--- src/rtl/adc_frame_pkg.sv ---
// adc_frame_pkg: shared types and constants for the ADC frame scheduler.
//   state_e       - scheduler FSM states (ST_CSUM only with ADC_FRAME_CSUM_EN)
//   byte_t        - UART byte
//   sample_t      - 12-bit ADC sample
//   SYNC_BYTE_DEF - default frame sync byte
//   frame_len()   - bytes per frame for N samples
// Build option: ADC_FRAME_CSUM_EN adds a trailing XOR checksum byte per frame.
package adc_frame_pkg;

  typedef logic [7:0]  byte_t;
  typedef logic [11:0] sample_t;

  localparam byte_t SYNC_BYTE_DEF = 8'hA5;

  typedef enum logic [2:0] {
    ST_IDLE,
    ST_SYNC,
    ST_SEQ,
    ST_WAIT,
    ST_HI,
    ST_LO,
    ST_END
`ifdef ADC_FRAME_CSUM_EN
    , ST_CSUM
`endif
  } state_e;

  // SYNC + SEQ + HI/LO per sample (+ checksum byte when enabled)
  function automatic int unsigned frame_len(input int unsigned n);
`ifdef ADC_FRAME_CSUM_EN
    return 3 + 2 * n;
`else
    return 2 + 2 * n;
`endif
  endfunction

endpackage

--- src/rtl/adc_frame_sched.sv ---
// adc_frame_sched: decimates the ADC sample stream and packs kept samples
// into framed bytes for the UART FIFO, honouring FIFO backpressure.
// Frame: SYNC_BYTE, seq, {HI, LO} x SAMPLES_PER_FRAME [, XOR checksum].
// Build option: ADC_FRAME_CSUM_EN adds the checksum byte (XOR of seq..last LO).
// Ports:
//   clk, rst        - ADC SCK clock, async active-high reset
//   start_i/stop_i  - start continuous framing / stop after current frame
//   adc_data_i, adc_valid_i, adc_error_i - ADC sample stream
//   tx_full_i       - UART FIFO full
//   tx_data_o, tx_wr_en_o - UART byte and write strobe
//   busy_o, overrun_o, frame_seq_o - status
module adc_frame_sched
  import adc_frame_pkg::*;
#(
  parameter int unsigned DECIM             = 2000,
  parameter int unsigned SAMPLES_PER_FRAME = 16,
  parameter byte_t       SYNC_BYTE         = SYNC_BYTE_DEF
) (
  input  logic        clk,
  input  logic        rst,
  input  logic        start_i,
  input  logic        stop_i,
  input  logic [11:0] adc_data_i,
  input  logic        adc_valid_i,
  input  logic        adc_error_i,
  input  logic        tx_full_i,
  output logic [7:0]  tx_data_o,
  output logic        tx_wr_en_o,
  output logic        busy_o,
  output logic        overrun_o,
  output logic [7:0]  frame_seq_o
);

  localparam logic [15:0] DEC_LAST = 16'(DECIM - 1);
  localparam logic [7:0]  SPF_LAST = 8'(SAMPLES_PER_FRAME - 1);

  state_e      state_q, state_d;
  logic [15:0] dcnt_q, dcnt_d;
  sample_t     slot_q, slot_d;
  logic        hold_q, hold_d;
  logic        ovr_q, ovr_d;
  logic [7:0]  scnt_q, scnt_d;
  logic [7:0]  seq_q, seq_d;
  logic        stop_q, stop_d;
`ifdef ADC_FRAME_CSUM_EN
  byte_t       acc_q, acc_d;
`endif

  logic  busy, keep, emit, wr, lo_wr;
  byte_t tx_byte;

  // Error-flagged samples go through the same path as good ones.
  logic unused_err;
  assign unused_err = adc_error_i;

  assign busy  = (state_q != ST_IDLE);
  assign keep  = busy && adc_valid_i && (dcnt_q == DEC_LAST);
  assign wr    = emit && !tx_full_i;
  assign lo_wr = (state_q == ST_LO) && wr;

  // Byte selection; held on the output while the FIFO is full.
  always_comb begin
    emit    = 1'b0;
    tx_byte = '0;
    case (state_q)
      ST_SYNC: begin emit = 1'b1; tx_byte = SYNC_BYTE;              end
      ST_SEQ:  begin emit = 1'b1; tx_byte = seq_q;                  end
      ST_HI:   begin emit = 1'b1; tx_byte = {4'h0, slot_q[11:8]};   end
      ST_LO:   begin emit = 1'b1; tx_byte = slot_q[7:0];            end
`ifdef ADC_FRAME_CSUM_EN
      ST_CSUM: begin emit = 1'b1; tx_byte = acc_q;                  end
`endif
      default: ;
    endcase
  end

  always_comb begin
    state_d = state_q;
    scnt_d  = scnt_q;
    seq_d   = seq_q;
    case (state_q)
      ST_IDLE: if (start_i) state_d = ST_SYNC;
      ST_SYNC: if (wr) state_d = ST_SEQ;
      ST_SEQ: begin
        if (wr) begin
          state_d = ST_WAIT;
          scnt_d  = '0;
        end
      end
      // Leaving on keep as well as hold_q gives the 1-cycle sample->HI latency.
      ST_WAIT: if (hold_q || keep) state_d = ST_HI;
      ST_HI:   if (wr) state_d = ST_LO;
      ST_LO: begin
        if (wr) begin
          if (scnt_q == SPF_LAST) begin
`ifdef ADC_FRAME_CSUM_EN
            state_d = ST_CSUM;
`else
            state_d = ST_END;
`endif
          end else begin
            scnt_d  = scnt_q + 8'd1;
            state_d = ST_WAIT;
          end
        end
      end
`ifdef ADC_FRAME_CSUM_EN
      ST_CSUM: if (wr) state_d = ST_END;
`endif
      ST_END: begin
        state_d = stop_q ? ST_IDLE : ST_SYNC;
        seq_d   = seq_q + 8'd1;
      end
      default: state_d = ST_IDLE;
    endcase
  end

  always_comb begin
    dcnt_d = dcnt_q;
    slot_d = slot_q;
    hold_d = hold_q;
    ovr_d  = ovr_q;
    stop_d = stop_q;

    if (busy && adc_valid_i) dcnt_d = keep ? 16'd0 : dcnt_q + 16'd1;

    if (lo_wr) hold_d = 1'b0;
    // The slot frees in the LO write cycle, so a keep then is accepted.
    if (keep) begin
      if (!hold_q || lo_wr) begin
        slot_d = adc_data_i;
        hold_d = 1'b1;
      end else begin
        ovr_d = 1'b1;
      end
    end

    if (state_q == ST_IDLE && start_i) ovr_d = 1'b0;

    // start+stop together in IDLE arms stop so exactly one frame goes out.
    if (stop_i && (busy || start_i)) stop_d = 1'b1;

    // A sample kept after the last LO of the final frame is discarded.
    if (state_d == ST_IDLE) begin
      dcnt_d = '0;
      hold_d = 1'b0;
      stop_d = 1'b0;
    end
  end

`ifdef ADC_FRAME_CSUM_EN
  always_comb begin
    acc_d = acc_q;
    if (state_q == ST_SYNC)                    acc_d = '0;
    else if (wr && state_q != ST_CSUM)         acc_d = acc_q ^ tx_byte;
  end
`endif

  always_ff @(posedge clk or posedge rst) begin
    if (rst) begin
      state_q <= ST_IDLE;
      dcnt_q  <= '0;
      slot_q  <= '0;
      hold_q  <= 1'b0;
      ovr_q   <= 1'b0;
      scnt_q  <= '0;
      seq_q   <= '0;
      stop_q  <= 1'b0;
`ifdef ADC_FRAME_CSUM_EN
      acc_q   <= '0;
`endif
    end else begin
      state_q <= state_d;
      dcnt_q  <= dcnt_d;
      slot_q  <= slot_d;
      hold_q  <= hold_d;
      ovr_q   <= ovr_d;
      scnt_q  <= scnt_d;
      seq_q   <= seq_d;
      stop_q  <= stop_d;
`ifdef ADC_FRAME_CSUM_EN
      acc_q   <= acc_d;
`endif
    end
  end

  assign tx_data_o   = tx_byte;
  assign tx_wr_en_o  = wr;
  assign busy_o      = busy;
  assign overrun_o   = ovr_q;
  assign frame_seq_o = seq_q;

endmodule

--- config.mk ---
export PLATFORM = sky130hd
export DESIGN_NAME = adc_frame_sched
export DESIGN_NICKNAME = d
export VERILOG_FILES = /design/src/rtl/adc_frame_pkg.sv /design/src/rtl/adc_frame_sched.sv
export SDC_FILE = /design/constraint.sdc
export NUM_CORES = 1
export LEC_CHECK = 0
export CAP_MARGIN = 20
export CORE_MARGIN = 3
export CORE_UTILIZATION = 55
export DETAILED_ROUTE_END_ITERATION = 6
export GPL_TIMING_DRIVEN = 0
export PLACE_DENSITY = 0.8
export SLEW_MARGIN = 10
export SYNTH_ARGS = -nofsm -noshare
export SYNTH_HDL_FRONTEND = slang
export SYNTH_SLANG_ARGS = --single-unit
--- constraint.sdc ---
create_clock -name clk -period 4.3 [get_ports clk]
set_clock_uncertainty 0.15 [all_clocks]
set_input_delay 1.29 -clock clk [delete_from_list [all_inputs] [get_ports clk]]
set_output_delay 1.29 -clock clk [all_outputs]
set_load 0.01 [all_outputs]
==> metrics, run 1 <==
status finished, final reports clean; CP Cell Sequence buf_6 -> clkbuf_1 -> nor2b_1 -> buf_2 -> a21oi_1 -> o22ai_1 -> clkdlybuf4s50_1; hold_sp frame_seq_o[7]$_DFFE_PP0N_; predominant post-synthesis flop cell dfrtp_1; Final #Nets 324; max-slew violation count 0; grt total ovfl 0; TritonCTS clock tree built; DR vias 2022; initial antenna violation count 0; Ant. Diodes 0; ys async rst share 1.000; Synth top area share 0.4664; PostCTS Resize Cnt 0; Top delay family on crit path buffers and inverters; largest net degree at the start of global routing 40; die extent in x 75.84 um; period utilisation layout 0.9033; reg-to-reg endpoint scnt_q[6]$_DFFE_PP0P_; post-DP HPWL 3861 um; Die H 75.84 um; DR WL/cell 14.41 um; most common cell in the synthesized netlist dfrtp_1; number of global-route vias before repair 1980; DIE AREA 5752 um2; Max Cap Violations 0; Starting Density 0.5916; RSZ-0062 raised after global routing no; clk_lat worst skew 0.30 ns; clock sinks 50; Post-Syn Area 2683 um2; final hold vios 0; cell taking the most area after synthesis dfrtp_1; Longest Clk Path Bufs 2; register area share after synthesis 0.4664; largest cells by area after synthesis dfrtp_1 (47%), mux2_4 (5.6%), nor2_1 (4.2%); first-pass GRT wire length 9108 um; #FFs+latches synth 50; reg2reg path depth 6; Core Area 4534 um2; Iter 0 DRT Violations 61; Routed Antenna Nets 0; CTS Buf Count 5; Total GRT Usage 0.2090; PwrDens 335.0 nW/um2; H-tree Lvls 2; Synth cell types 55; buffers and inverters on the worst path 4; Worst Setup Start Kind flop; Synth Area per Inst 10.36 um2; Post-Syn Nets 281; # Post-CTS Setup Buffers 0; Final Setup Violations 0; Initial DRT Pass Iterations 4; Ports 38; Fin Setup TNS 0 ns; Setup crit end kind primary output; Reg2Reg Launch Point scnt_q[0]$_DFFE_PP0P_; Layout Area Growth over Synthesis 21.04%; fill cell count 353; Commonest cells post-synth dfrtp_1 (50), nor2_1 (30), nand2_1 (24); Hold WC Path Type flop to flop; RD Place Congestion 0.8293; EDFF count, synth 0; hold depth 1; hold buffers post-CTS 0; Post-Syn Instances 259; r2r setup slk 2.16 ns; Vias/cell 5.510; CP max FO 10; CP max stage delay 0.57 ns; crit path time final 3.884 ns; crit path DAT 2.44 ns; clk slew on worst S/H paths 0.09 ns; synth warn 0; clk root buf clkbuf_8; Rel. slew slack 0.6988; overall power 0.001088 W; share of cells above drive strength 1 0.1424; Highest Clock Rate 257.5 MHz; Remaining DRCs 0; final wirelength 5289 um; slowest cell on the critical path clkdlybuf4s50_1; row count 24; slew of the pin with the lowest slew margin 0.4481 ns; WS Path Type flop to primary output; Hold Path End frame_seq_o[7]$_DFFE_PP0N_; CP required 2.86 ns; Final Util 0.7161; maximum vdd drop 250.1 uV; LEAKAGE 1.476 nW; Port Buf Inserts 35
sequential cells by signal, summed over array words and instances (netlist names):
name	count
overrun_o	1
state_q	3
slot_q	12
dcnt_q	16
hold_q	1
stop_q	1
frame_seq_o	8
scnt_q	8
kinds of logic after synthesis:
group           after synthesis  synth area share
fa+ha+maj                     3           0.01399
buf+inv                      17           0.03545
simple gates                105            0.2118
xor+xnor                     23           0.07509
compound gates               45            0.1175
flops                        50            0.4664
mux                          16           0.07976
report_power, final:
part | switching, W | total [W] | internal (W)
Sequential | 0.0000425 | 0.000548 | 0.000505
Clock | 0.000146 | 0.000332 | 0.000186
Combinational | 0.000116 | 0.000207 | 0.0000918
cells in the final DEF, fill, tap and decap left out, drive strengths merged, types with 7 or more instances in the layout:
cell,instances
a21oi,10
and3,7
buf,9
clkbuf,10
clkdlybuf4s50,35
dfrtp,50
mux2,13
nand2,24
nand3,8
nor2,30
o21ai,14
xnor2,11
xor2,12
per-layer routing:
layer  GRT usage  wire (um)  vias to the layer above
met5           0          0                        -
met4     0.07184         65                        0
met3     0.04617        207                        6
met2      0.3194       2468                       39
met1      0.2937       2547                      982
li1            -          -                      995
stage by stage:
| stage | std cells | hold WS [ns] | setup slack [ns] | area (um2) |
|---|---|---|---|---|
| final | 367 | 0.3496 | 0.4160 | 3247 |
| after CTS | 367 | 0.3545 | 0.4265 | 3247 |
| after detailed placement | 360 | 0.3420 | 0.6131 | 3134 |
| after global placement | 359 | 0.3392 | 0.6233 | 3114 |
| after floorplan | 259 | 0.3286 | 1.188 | 2683 |
| after global routing | 367 | 0.3774 | 0.2365 | 3247 |
cell type report:
cell class	count	area (um2)	area share
flip-flops and latches	50	1251	0.3854
inverters	5	18.77	0.005780
well taps	65	81.33	0.02505
plain buffers	12	76.32	0.02351
repair buffers	36	370.4	0.1141
multi-input cells	192	1336	0.4116
clock inverters	1	30.03	0.009249
clock buffers	6	82.58	0.02543
worst max-delay path by stage:
stage,startpoint,to,slack (ns),depth (start not counted)
finish,state_q[0]$_DFF_PP0_,tx_data_o[0],0.42,7
global route,state_q[0]$_DFF_PP0_,tx_data_o[0],0.24,7
CTS,state_q[0]$_DFF_PP0_,tx_data_o[0],0.43,7
detailed placement,tx_full_i,tx_wr_en_o,0.61,3
global placement,tx_full_i,tx_wr_en_o,0.62,3
floorplan,tx_full_i,tx_wr_en_o,1.19,2
(Power assumes the default switching activity.)
==> inputs of run 2 (changes only) <==
- CORE_UTILIZATION: 55 -> 59
- CTS_BUF_LIST: unset -> sky130_fd_sc_hd__clkbuf_16
- PLACE_DENSITY: 0.8 -> 0.85
==> run 2 against run 1 <==
Via count increased by 2.2%. Clock power increased by 52%. Cell count decreased by 3.8%. Wire length increased by 11%. Register-to-register slack got worse by 0.05 ns. Sequential power about the same. Global-route usage increased by 2.8 points. Design area increased by 1.8%. Highest routed layer unchanged. Maximum frequency about the same. Utilization increased by 7.0 points. Clock-buffer cell count decreased by 1.
==> metrics, run 2 (synthesis results as in run 1) <==
Die H 73.43 um; DIE AREA 5392 um2; die extent in x 73.43 um; CTS Buf Count 5; crit path time final 3.883 ns; Longest Clk Path Bufs 2; clk_lat worst skew 0.29 ns; CP max FO 10; largest net degree at the start of global routing 39; PwrDens 382.8 nW/um2; reg2reg path depth 6; RD Place Congestion 0.8429; Core Area 4202 um2; final wirelength 5865 um; RSZ-0062 raised after global routing no; slew of the pin with the lowest slew margin 0.4770 ns; hold depth 1; max-slew violation count 0; Layout Area Growth over Synthesis 23.18%; Setup crit end kind primary output; crit path DAT 2.44 ns; first-pass GRT wire length 9749 um; # Post-CTS Setup Buffers 0; final hold vios 0; LEAKAGE 1.510 nW; most frequent cells in the layout dfrtp_1 (50), clkdlybuf4s50_1 (35), nor2_1 (30); period utilisation layout 0.9031; Remaining DRCs 0; Routed Antenna Nets 0; row count 23; Largest register FFs 16; dpl cells 345; Iter 0 DRT Violations 133; Largest regs dcnt_q (16), slot_q (12); Max Cap Violations 0; WS Path Type flop to primary output; clk root buf clkbuf_16; grt total ovfl 0; Starting Density 0.6385; clock sinks 50; initial antenna violation count 0; Initial DRT Pass Iterations 4; PostCTS Resize Cnt 0; maximum vdd drop 350.1 uV; fin cells 353; Fin Setup TNS 0 ns; commonest non-fill, non-tap cell in the layout dfrtp_1; Ports 38; CP required 2.86 ns; number of global-route vias before repair 2023; status finished, final reports clean; H-tree Lvls 2; DR WL/cell 16.61 um; TritonCTS clock tree built; Biggest register dcnt_q; DR vias 2066; share of cells above drive strength 1 0.1419; Total GRT Usage 0.2370; Vias/cell 5.853; Final #Nets 324; Worst Setup Start Kind flop; Final Setup Violations 0; Hold WC Path Type flop to flop; Rel. slew slack 0.6820; Port Buf Inserts 35; hold buffers post-CTS 0; Ant. Diodes 0; Highest Clock Rate 257.5 MHz; clk slew on worst S/H paths 0.07 ns; post-DP HPWL 3992 um
## run 2: cell count changes in the layout (fill, tap and decap cells not counted), sizes merged
cell / change
bufinv: +1
clkbuf: -1
clkinv: +1
## run 2: cell type report
type	count	area, um2
Multi-Input combinational cell	192	1336
Sequential cell	50	1251
Fill cell	283	897.1
Timing Repair Buffer	36	370.4
Clock buffer	5	125.1
Buffer	12	76.32
Clock inverter	3	63.81
Tap cell	50	62.56
Inverter	5	18.77
## run 2: path summary, 6_finish.rpt
kind	slack [ns]	startpoint	end
setup / recovery	0.42	state_q[0]$_DFF_PP0_	tx_data_o[7]
hold / removal	0.35	slot_q[9]$_DFFE_PP0P_	slot_q[9]$_DFFE_PP0P_
setup reg to reg	2.11	scnt_q[0]$_DFFE_PP0P_	scnt_q[6]$_DFFE_PP0P_
hold reg to reg	0.35	slot_q[9]$_DFFE_PP0P_	slot_q[9]$_DFFE_PP0P_
max in group asynchronous	2.40	rst	slot_q[3]$_DFFE_PP0P_
min in group asynchronous	1.10	rst	dcnt_q[11]$_DFFE_PP0P_
## run 2: stage by stage
stage	worst slack, ns	power (W)	hold WS (ns)	area (um2)	utilization
6_report	0.4166	0.001265	0.3540	3304	0.7865
5_1_grt	0.2270	0.001310	0.3835	3304	0.7865
4_1_cts	0.4044	0.001266	0.3619	3304	0.7865
3_5_place_dp	0.5996	0.0007644	0.3448	3115	0.7415
3_3_place_gp	0.6034	0.0007525	0.3394	3095	0.7367
2_1_floorplan	1.188	0.0006949	0.3286	2683	-
## run 2: metal layers
| metal | vias up | GRT usage | wire, um |
|---|---|---|---|
| met5 | - | 0 | 0 |
| met4 | 0 | 0.08249 | 82 |
| met3 | 6 | 0.05198 | 233 |
| met2 | 51 | 0.3684 | 2857 |
| met1 | 1009 | 0.3283 | 2691 |
| li1 | 1000 | - | - |
## run 2: critical path, stage by stage, from the launching register on
cell and delay (ns):
dfrtp_1 0.36, buf_6 0.16, clkbuf_1 0.40, nor2b_1 0.21, buf_2 0.24, a21oi_1 0.06
o21ai_0 0.16, clkdlybuf4s50_1 0.56
## run 2: power by group
group / total [W] / switching, W / internal, W
logic: 0.000212 / 0.000120 / 0.0000915
registers: 0.000549 / 0.0000427 / 0.000506
clock network: 0.000504 / 0.000173 / 0.000331
==> inputs of run 3 (changes only) <==
- CORE_ASPECT_RATIO: unset -> 1.5
==> run 3 against run 2 <==
Design area fell by 0.15%. Hold slack improved by 0.0054 ns. Critical endpoint is now tx_data_o[5]. Setup slack got worse by 0.0069 ns. Clock power fell by 2%. Register-to-register slack barely moved. Largest cell class unchanged. Global-route usage rose by 0.34 points. Die area rose by 0.31%. Sequential share of layout area rose by 0.057 points. Clock-buffer cell count did not move. Wire length fell by 0.24%. First-iteration DRC count fell by 33%. Critical path type unchanged.
==> metrics, run 3 (synthesis results as in run 1) <==
Initial DRT Pass Iterations 4; DR vias 2092; buffers and inverters on the worst path 4; CP max stage delay 0.58 ns; max-slew violation count 0; Place WS 0.6229 ns; Reg2Reg Launch Point scnt_q[0]$_DFFE_PP0P_; Ant. Diodes 0; grt total ovfl 0; clk_lat worst skew 0.28 ns; DR WL/cell 16.77 um; hold buffers post-CTS 0; first-pass GRT wire length 9660 um; crit path time final 3.890 ns; share of cells above drive strength 1 0.1419; GR Util met1 0.2952; final hold vios 0; Total GRT Usage 0.2404; met3 global-route usage 0.05255; status finished, final reports clean; die extent in x 61.06 um; Ports 38; PwrDens 379.9 nW/um2; CP Cell Sequence buf_6 -> clkbuf_1 -> nor2b_1 -> buf_2 -> a21oi_1 -> o21ai_0 -> clkdlybuf4s50_1; initial antenna violation count 0; slew of the pin with the lowest slew margin 0.4952 ns; Final WS setup 0.4097 ns; Fin Hold WS 0.3594 ns; final wirelength 5851 um; slowest cell on the critical path clkdlybuf4s50_1; Largest register FFs 16; overall power 0.001253 W; fill cell count 281; TritonCTS clock tree built; CP max FO 10; crit path DAT 2.45 ns; Highest Clock Rate 257.1 MHz; Top delay family on crit path buffers and inverters; RD Place Congestion 0.8291; busiest metal layer after global routing met2; Biggest register dcnt_q; critical path launch point state_q[0]$_DFF_PP0_; Final Util 0.7641; Setup crit end kind primary output; Remaining DRCs 0; LEAKAGE 1.510 nW; Fin Setup TNS 0 ns; CTS Buf Count 5; CP required 2.86 ns; Final Setup Violations 0; Worst Setup Start Kind flop; # Post-CTS Setup Buffers 0; DIE AREA 5409 um2; Longest Clk Path Bufs 2; PostCTS Resize Cnt 0; Routed Antenna Nets 0; hold_sp slot_q[11]$_DFFE_PP0P_; largest net degree at the start of global routing 34; Final #Nets 324; Largest regs dcnt_q (16), slot_q (12); most frequent cells in the layout dfrtp_1 (50), clkdlybuf4s50_1 (35), nor2_1 (30); period utilisation layout 0.9047; Max Cap Violations 0; number of global-route vias before repair 2072; Die H 88.59 um; Port Buf Inserts 35; WS Path Type flop to primary output; Core Area 4318 um2; Vias/cell 5.994; Starting Density 0.6213; maximum vdd drop 284.7 uV; Hold WC Path Type flop to flop; Layout Area Growth over Synthesis 22.99%; RSZ-0062 raised after global routing no; GR Layer Usage met2 0.4066; clk root buf clkbuf_16; Rel. slew slack 0.6684; clk slew on worst S/H paths 0.06 ns; H-tree Lvls 2; row count 29; commonest non-fill, non-tap cell in the layout dfrtp_1; clock sinks 50; Iter 0 DRT Violations 89; post-DP HPWL 4353 um
-- run 3: cell counts in the layout (fill, tap and decap cells not counted) --
Identical to the previous run, type by type.
-- run 3: where the power goes --
part	leakage (nW)	internal, W	switching (W)
registers	0.673	0.000506	0.0000416
logic	0.746	0.0000917	0.000119
clock network	0.0915	0.000331	0.000164
total	1.51	0.000929	0.000325
-- run 3: layout make-up --
type	count	area, um2	share of cell area
Buffer	12	76.32	0.02313
Clock buffer	5	125.1	0.03792
Clock inverter	3	63.81	0.01934
Inverter	5	18.77	0.005688
Multi-Input combinational cell	192	1336	0.4050
Sequential cell	50	1251	0.3792
Tap cell	46	57.56	0.01744
Timing Repair Buffer	36	370.4	0.1122
-- run 3: worst paths after layout --
path	endpoint	slack [ns]	depth (start not counted)
min in group asynchronous	slot_q[3]$_DFFE_PP0P_	1.16	2
max reg2reg	scnt_q[6]$_DFFE_PP0P_	2.12	6
max in group asynchronous	scnt_q[4]$_DFFE_PP0P_	2.33	3
max	tx_data_o[5]	0.41	7
min reg2reg	slot_q[11]$_DFFE_PP0P_	0.36	1
min	slot_q[11]$_DFFE_PP0P_	0.36	1
-- run 3: through the flow --
stage / cell area [um2] / cells
finish: 3299 / 349
global route: 3299 / 349
CTS: 3299 / 349
detailed placement: 3110 / 341
global placement: 3090 / 340
floorplan: 2683 / 259
-- run 3: metal layers --
metal / vias up / wire [um]
li1: 998 / -
met1: 1036 / 2349
met2: 49 / 3179
met3: 9 / 215
met4: 0 / 107
met5: - / 0
==> RTL edit, RTL diff (settings of run 3) <==
Encoding of `state_e`: now one-hot (7 bits for 7 states).
--- a/src/rtl/adc_frame_pkg.sv
+++ b/src/rtl/adc_frame_pkg.sv
@@ -12,14 +12,14 @@
 
   localparam byte_t SYNC_BYTE_DEF = 8'hA5;
 
-  typedef enum logic [2:0] {
-    ST_IDLE,
-    ST_SYNC,
-    ST_SEQ,
-    ST_WAIT,
-    ST_HI,
-    ST_LO,
-    ST_END
+  typedef enum logic [6:0] {
+    ST_IDLE = 7'b0000001,
+    ST_SYNC = 7'b0000010,
+    ST_SEQ  = 7'b0000100,
+    ST_WAIT = 7'b0001000,
+    ST_HI   = 7'b0010000,
+    ST_LO   = 7'b0100000,
+    ST_END  = 7'b1000000
 `ifdef ADC_FRAME_CSUM_EN
     , ST_CSUM
 `endif
Formal check against the unedited RTL: no difference found for any inputs over 10 cycles, from zero or initial values and one cycle with rst high; not proved beyond that.
==> RTL edit against run 3 <==
- total power rose by 14%
- sequential share of layout area about the same
- routed wire length up 14%
- fmax shrank 7.1%
- worst hold slack got worse by 0.015 ns
- sequential cell count increased by 4
- sequential power increased by 4.2%
- worst setup slack lost 0.30 ns
- via count rose by 17%
- design area rose by 8.0%
- synthesized area grew 7.5%
- non-clock buffer count decreased by 1
- largest power group unchanged
- first-iteration DRC count grew 130%
==> RTL edit: results (changes against run 3) <==
stage	metric	value	unit	change
setup_path	crit_end	tx_data_o[3]		was tx_data_o[5]
routing	routedWlPerCell	16.98	µm	was 16.77 µm
grt	track_usage	24.24	%	was 24.04%
routing	vias	2438		was 2092
setup_path	worstSetupStartpoint	state_q[1]		was state_q[0]
grt	met2_usage	44.67	%	was 40.66%
finish	clk_share	5.444	%	was 5.726%
finish	buffers_excl_clock	47		was 48
yosys	yosys-top-cells-area	dfrtp_1 46%, mux2_4 5.2%, a21oi_1 3.5%		was dfrtp_1 47%, mux2_4 5.6%, nor2_1 4.2%
finish	multi_input_cells	214		was 192
grt	grt_max_degree	36		was 34
yosys	syn_nets	305		was 281
setup_path	reg2reg_to	state_q[3]		was scnt_q[6]
finish	nNetsFinal	349		was 324
routing	drt_iter0_markers	206		was 89
power_and_ir_drop	ir_worst_vdd	310.1	µV	was 284.7 µV
placed_design	hpwl	4696	µm	was 4353 µm
setup_path	critPathTopFamily	simple AND/OR/NAND/NOR gates		was buffers and inverters
grt	met1_usage	28.29	%	was 29.52%
sta	finalCriticalPeriod	4.185	ns	was 3.890 ns
power_and_ir_drop	p_comb	0.000350	W	was 0.000211 W
setup_path	ff2ff_setup_slack	1.66	ns	was 2.12 ns
finish	bufAreaShareNonClock	12.26	%	was 13.54%
power_and_ir_drop	leakage	1.547	nW	was 1.510 nW
status	outcome	complete, no violations		unchanged
routing	routed_wl	6655	µm	was 5851 µm
yosys	synth_common_cells	53 x dfrtp_1, 25 x nand2_1, 20 x a21oi_1, 17 x nor2_1, 16 x o21ai_0		was 50 x dfrtp_1, 30 x nor2_1, 24 x nand2_1, 13 x o21ai_0, 12 x xor2_1
==> RTL edit: cell types whose count changed after synthesis, moves of 5 or more <==
| cell | run 3 | this run |
|---|---|---|
| and4_1 | 2 | 8 |
| nor2b_1 | 6 | 0 |
| nor2_1 | 30 | 17 |
| a21oi_1 | 10 | 20 |
| nand2b_1 | 1 | 6 |
==> RTL edit: worst register-to-register path: cells and delay by family, from the launching register on <==
kind,cells,cell delay (ns)
flops,1,0.45
buf+inv,2,0.47
simple gates,2,0.93
compound gates,2,0.55
==> RTL edit: routing by layer <==
metal	part of all wire (%)	vias to the layer above
li1	-	1141
met1	40	1218
met2	55	65
met3	3.2	14
met4	1.8	0
met5	0	-
==> RTL edit: cell families after synthesis <==
family	share of synthesized area (%)
AND/OR/NAND/NOR	23.17
AO/OA/AOI/OAI	14.49
flip-flops	46.90
XOR/XNOR	4.859
buffers and inverters	2.516
multiplexers	6.768
adder cells (fa/ha/maj)	1.302
